`config.mk`:
```
export PLATFORM = sky130hd
export DESIGN_NAME = sram_ctrl
export DESIGN_NICKNAME = d
export VERILOG_FILES = /design/src/rtl/sram_ctrl.sv
export SDC_FILE = /design/constraint.sdc
export NUM_CORES = 1
export LEC_CHECK = 0
export CAP_MARGIN = 20
export CORE_UTILIZATION = 41
export CTS_CLUSTER_SIZE = 25
export DETAILED_ROUTE_END_ITERATION = 10
export PLACE_DENSITY = 0.94
export SYNTH_ARGS = -nofsm -noshare
export SYNTH_HDL_FRONTEND = slang
export SYNTH_SLANG_ARGS = --single-unit
```
`constraint.sdc`:
```
create_clock -name clk -period 2.97 [get_ports clk]
set_input_delay 0.594 -clock clk [delete_from_list [all_inputs] [get_ports clk]]
set_output_delay 0.594 -clock clk [all_outputs]
set_load 0.01 [all_outputs]
```
`src/rtl/sram_ctrl.sv`:
```
// sram_ctrl: valid/ready front end for a single-port OpenRAM-style SRAM.
//
// Takes one word request at a time from the core, runs the macro's RW port
// for exactly one cycle, waits one cycle for the macro's negedge read, then
// presents a registered response. Requests whose byte address lies outside
// the macro's range never touch the SRAM. Instead they return rsp_err.
//
// Ports
//   clk, rst_n                     clock, async active-low reset
//   req_valid/req_ready            request handshake
//   req_we/req_addr/req_be/wdata   request payload (sampled only at handshake)
//   rsp_valid/rsp_ready            response handshake
//   rsp_rdata/rsp_err              response payload (rdata is 0 for writes/errors)
//   csb0/web0/wmask0/addr0/din0    SRAM RW port outputs
//   dout0                          SRAM read data
module sram_ctrl #(
  parameter int ADDR_WIDTH = 13,
  parameter int DATA_WIDTH = 32,
  parameter int NUM_WMASKS = DATA_WIDTH / 8
) (
  input  logic                  clk,
  input  logic                  rst_n,
  input  logic                  req_valid,
  output logic                  req_ready,
  input  logic                  req_we,
  input  logic [31:0]           req_addr,
  input  logic [NUM_WMASKS-1:0] req_be,
  input  logic [DATA_WIDTH-1:0] req_wdata,
  output logic                  rsp_valid,
  input  logic                  rsp_ready,
  output logic [DATA_WIDTH-1:0] rsp_rdata,
  output logic                  rsp_err,
  output logic                  csb0,
  output logic                  web0,
  output logic [NUM_WMASKS-1:0] wmask0,
  output logic [ADDR_WIDTH-1:0] addr0,
  output logic [DATA_WIDTH-1:0] din0,
  input  logic [DATA_WIDTH-1:0] dout0
);

  typedef enum logic [1:0] {IDLE, ACCESS, WAIT, RESP} state_e;

  state_e                state_q, state_d;
  logic                  alive_q, alive_d;
  logic                  we_q, we_d;
  logic                  csb_q, csb_d;
  logic                  web_q, web_d;
  logic [NUM_WMASKS-1:0] wmask_q, wmask_d;
  logic [ADDR_WIDTH-1:0] addr_q, addr_d;
  logic [DATA_WIDTH-1:0] din_q, din_d;
  logic                  rsp_valid_q, rsp_valid_d;
  logic [DATA_WIDTH-1:0] rdata_q, rdata_d;
  logic                  err_q, err_d;

  logic hs;
  logic out_of_range;

  // The low address bits select a byte within the word and have no meaning here.
  logic unused_addr_bits;
  assign unused_addr_bits = ^req_addr[1:0];

  // alive_q holds req_ready low while reset is asserted. It is released one
  // edge after rst_n deasserts.
  assign req_ready    = alive_q & ((state_q == IDLE) | ((state_q == RESP) & rsp_ready));
  assign hs           = req_valid & req_ready;
  assign out_of_range = |req_addr[31:ADDR_WIDTH+2];

  always_comb begin
    state_d     = state_q;
    alive_d     = 1'b1;
    we_d        = we_q;
    csb_d       = 1'b1;
    web_d       = 1'b1;
    wmask_d     = '0;
    addr_d      = addr_q;
    din_d       = din_q;
    rsp_valid_d = 1'b0;
    rdata_d     = rdata_q;
    err_d       = err_q;

    case (state_q)
      IDLE:   ;
      ACCESS: state_d = WAIT;
      WAIT: begin
        // The macro read on the negedge inside this cycle, so dout0 is settled now.
        rdata_d     = we_q ? '0 : dout0;
        err_d       = 1'b0;
        rsp_valid_d = 1'b1;
        state_d     = RESP;
      end
      RESP: begin
        rsp_valid_d = 1'b1;
        if (rsp_ready) begin
          rsp_valid_d = 1'b0;
          rdata_d     = '0;
          err_d       = 1'b0;
          state_d     = IDLE;
        end
      end
      default: state_d = IDLE;
    endcase

    // A handshake can only happen in IDLE or in an accepted RESP. In both
    // cases it overrides whatever the case statement chose above.
    if (hs) begin
      if (out_of_range) begin
        rsp_valid_d = 1'b1;
        rdata_d     = '0;
        err_d       = 1'b1;
        state_d     = RESP;
      end else begin
        we_d    = req_we;
        csb_d   = 1'b0;
        web_d   = ~req_we;
        wmask_d = req_we ? req_be : '0;
        addr_d  = req_addr[ADDR_WIDTH+1:2];
        din_d   = req_wdata;
        state_d = ACCESS;
      end
    end
  end

  always_ff @(posedge clk or negedge rst_n) begin
    if (!rst_n) begin
      state_q     <= IDLE;
      alive_q     <= 1'b0;
      we_q        <= 1'b0;
      csb_q       <= 1'b1;
      web_q       <= 1'b1;
      wmask_q     <= '0;
      addr_q      <= '0;
      din_q       <= '0;
      rsp_valid_q <= 1'b0;
      rdata_q     <= '0;
      err_q       <= 1'b0;
    end else begin
      state_q     <= state_d;
      alive_q     <= alive_d;
      we_q        <= we_d;
      csb_q       <= csb_d;
      web_q       <= web_d;
      wmask_q     <= wmask_d;
      addr_q      <= addr_d;
      din_q       <= din_d;
      rsp_valid_q <= rsp_valid_d;
      rdata_q     <= rdata_d;
      err_q       <= err_d;
    end
  end

  assign csb0      = csb_q;
  assign web0      = web_q;
  assign wmask0    = wmask_q;
  assign addr0     = addr_q;
  assign din0      = din_q;
  assign rsp_valid = rsp_valid_q;
  assign rsp_rdata = rdata_q;
  assign rsp_err   = err_q;

endmodule
```
==> flow_metrics.env <==
export IMPL_status="completed"
export IMPL_vias_per_cell=5.00
export IMPL_synth_most_common_cell="dfrtp_1"
export IMPL_avgRoutedWirePerCell_um=16.8
export IMPL_power_internal_w=0.00236
export IMPL_crit_path_frequent_cell="clkdlybuf4s50_1"
export IMPL_preCtsSetupSlack_ns=0.293
export IMPL_p_seq_share_pct=44.4
export IMPL_combPwrFrac_pct=33.8
export IMPL_slowest_delay_ns=0.54
export IMPL_yosys_most_used_dff="dfrtp_1"
export IMPL_antenna_found_initial=0
export IMPL_io_buffers=188
export IMPL_required_ns=2.38
export IMPL_postRouteAntennaNets=0
export IMPL_syn_area_per_cell_um2=13.9
export IMPL_ctsLongestPathBuffers=2
export IMPL_hold_viol=0
export IMPL_synth_area_leaders="dfrtp_1 (64%), mux2_2 (14%), a22oi_1 (7.1%)"
export IMPL_worstSetupStartpointType="input pin"
export IMPL_synthesis_nets=348
export IMPL_cp_slowest_cell="clkdlybuf4s50_1"
export IMPL_area_growth_pct=65.0
export IMPL_clock_sinks=89
export IMPL_synth_top_area_share_pct=64.4
export IMPL_ios=191
export IMPL_netlist_instances=243
export IMPL_hp_class="in -> async"
export IMPL_vias=2704
export IMPL_swShare_pct=31.2
export IMPL_fin_crit_sh_pct=90.0
export IMPL_ff2ff_setup_slack_ns=0.96
export IMPL_initial_utilization_pct=43.1
export IMPL_grt_max_degree=90
export IMPL_crit_chain="clkdlybuf4s50_1 -> a21bo_2 -> o21a_1 -> and2_1 -> clkdlybuf4s50_1"
export IMPL_cts_hold_buf=0
export IMPL_die_w_um=92.8
export IMPL_post_cts_buffers=0
export IMPL_reg2reg_to="din0[13]"
export IMPL_grt_pass1_wl_mm=14.0
export IMPL_cts_tree="yes"
export IMPL_synth_cell_types=27
export IMPL_root_buffer="clkbuf_8"
export IMPL_async_flop_share_pct=100
export IMPL_min_period_ns=2.67
export IMPL_dp_hpwl_mm=6.52
export IMPL_cts_made_buffers=9
export IMPL_core_area_um2=7850
export IMPL_die_h_um=92.8
export IMPL_max_freq_mhz=374
export IMPL_setup_slack_ns=0.297
export IMPL_rows=32
export IMPL_yosys_warnings=0
export IMPL_clk_latency_ns=0.34
export IMPL_fin_tns_setup_ns=0
export IMPL_diodes=0
export IMPL_ys_ff_latch=89
export IMPL_yosysTopAreaCell="dfrtp_1"
export IMPL_ys_top_cells_by_count="dfrtp_1 (87), mux2_2 (43), nor2_1 (34), a22oi_1 (32), clkbuf_1 (9)"
export IMPL_grt_pass1_vias=2877
export IMPL_p_switching_w=0.00107
export IMPL_drive_gt1_share_pct=16.9
export IMPL_grt_overflow_total=0
export IMPL_dieArea_um2=8620
export IMPL_rsz0062_at_grt="no"
export IMPL_ir_drop_v=0.000448
export IMPL_rr_startpoint="state_q[1]"
export IMPL_cts_max_level=3
export IMPL_gp_congestion=0.762
export IMPL_fillers=538
export IMPL_leakage_nw=2.53
export IMPL_netlist_area_um2=3380
export IMPL_nNetsFinal=539
export IMPL_worstPathMaxFanout=5
export IMPL_cp_end_kind="output pin"
export IMPL_drt_iter0_drc=60
export IMPL_yosysSeqAreaShare_pct=65.9
export IMPL_fin_skew_ns=0.0103
export IMPL_synth_edf_count=0
export IMPL_crit_type="in -> out"
export IMPL_drv_slew=0
export IMPL_clk_pin_slew_worst_paths_ns=0.09
export IMPL_drc=0
export IMPL_grtUsageTotal_pct=20.9
export IMPL_max_slew_margin_rel_pct=64.9
export IMPL_dr_pass1_iters=5
export IMPL_routed_wl_mm=9.11
export IMPL_cp_arrival_ns=2.08
export IMPL_maxCapViolations=0
export IMPL_clkPwrFrac_pct=21.8
export IMPL_tightest_slew_ns=0.526
export IMPL_reg2reg_depth=5
export IMPL_postCtsResizedCells=0
export IMPL_final_setup_viol_count=0
export IMPL_p_per_area_nw_per_um2=613
-- logic make-up after synthesis --
family / Yosys count / synth area share (%)
other: 1 / 0.111
AND/OR/NAND/NOR: 50 / 6.96
flip-flops: 89 / 65.9
AO/OA/AOI/OAI: 41 / 8.99
multiplexers: 46 / 15.3
buffers and inverters: 16 / 2.70
-- cell usage in the layout, fill, tap and decap left out, drive strengths merged --
| master | instances |
|---|---|
| clkdlybuf4s50 | 187 |
| dfrtp | 87 |
| mux2 | 46 |
| nor2 | 34 |
| a22oi | 32 |
| clkbuf | 10 |
| buf | 7 |
| and3 | 4 |
| o21ai | 4 |
| inv | 4 |
| nor4 | 3 |
| nand2 | 3 |
| clkinv | 3 |
| dfstp | 2 |
| nor3 | 2 |
| a21bo | 1 |
| o21a | 1 |
| and2 | 1 |
| nand4 | 1 |
| or4 | 1 |
| o2111ai | 1 |
| o21ba | 1 |
| nor3b | 1 |
| a21o | 1 |
| conb | 1 |
| clkinvlp | 1 |
-- final cells by class --
type / count / area [um^2] / area share (%)
clock buffers: 10 / 138 / 2.47
clock inverters: 6 / 40.0 / 0.717
inverters: 2 / 7.51 / 0.134
multi-input cells: 138 / 1070 / 19.2
flip-flops and latches: 89 / 2230 / 39.9
well taps: 102 / 128 / 2.29
repair buffers: 194 / 1970 / 35.3
-- registers in the layout (all words and copies together) (netlist names), 2 cells and up --
register   count
addr0         13
state_q        2
rsp_rdata     32
din0          32
wmask0         4
-- power groups by stage --
stage	registers (W)	clock network, W	logic [W]
finish	0.00152	0.000747	0.00116
global route	0.00154	0.000824	0.00126
CTS	0.00152	0.000766	0.00117
detailed placement	0.00153	0	0.00117
global placement	0.00152	0	0.00112
floorplan	0.00160	0	0.000434
-- routing by layer --
layer	track usage (%)	routed length (um)	part of all wire (%)
met5	0	0	0
met4	5.77	103	1.1
met3	5.50	748	8.2
met2	37.1	4640	51
met1	25.0	3610	40
-- how the worst max path moves through the flow --
stage	slack, ns	cells after the start	to	startpoint
2_1_floorplan	0.76	4	din0[10]	req_addr[26]
3_3_place_gp	0.34	5	req_ready	rsp_ready
3_5_place_dp	0.29	5	req_ready	rsp_ready
4_1_cts	0.29	5	req_ready	rsp_ready
5_1_grt	0.21	5	req_ready	rsp_ready
6_report	0.30	5	req_ready	rsp_ready
-- critical path: cells and delay by family --
family,cells,cell delay (ns)
buf+inv,2,1.04
compound gates,2,0.32
simple gates,1,0.12
-- stage by stage --
| step | cell area [um^2] | instances | utilization [%] | hold slack (ns) | power [W] |
|---|---|---|---|---|---|
| 6_report | 5580 | 541 | 71.1 | 0.0797 | 0.00342 |
| 2_1_floorplan | 3380 | 243 | - | 0.298 | 0.00204 |
| 3_5_place_dp | 5380 | 524 | 68.5 | 0.470 | 0.00270 |
| 5_1_grt | 5580 | 541 | 71.1 | 0.0694 | 0.00363 |
| 3_3_place_gp | 5380 | 524 | 68.5 | 0.461 | 0.00265 |
| 4_1_cts | 5550 | 540 | 70.8 | 0.492 | 0.00345 |
(Power assumes the default switching activity.)
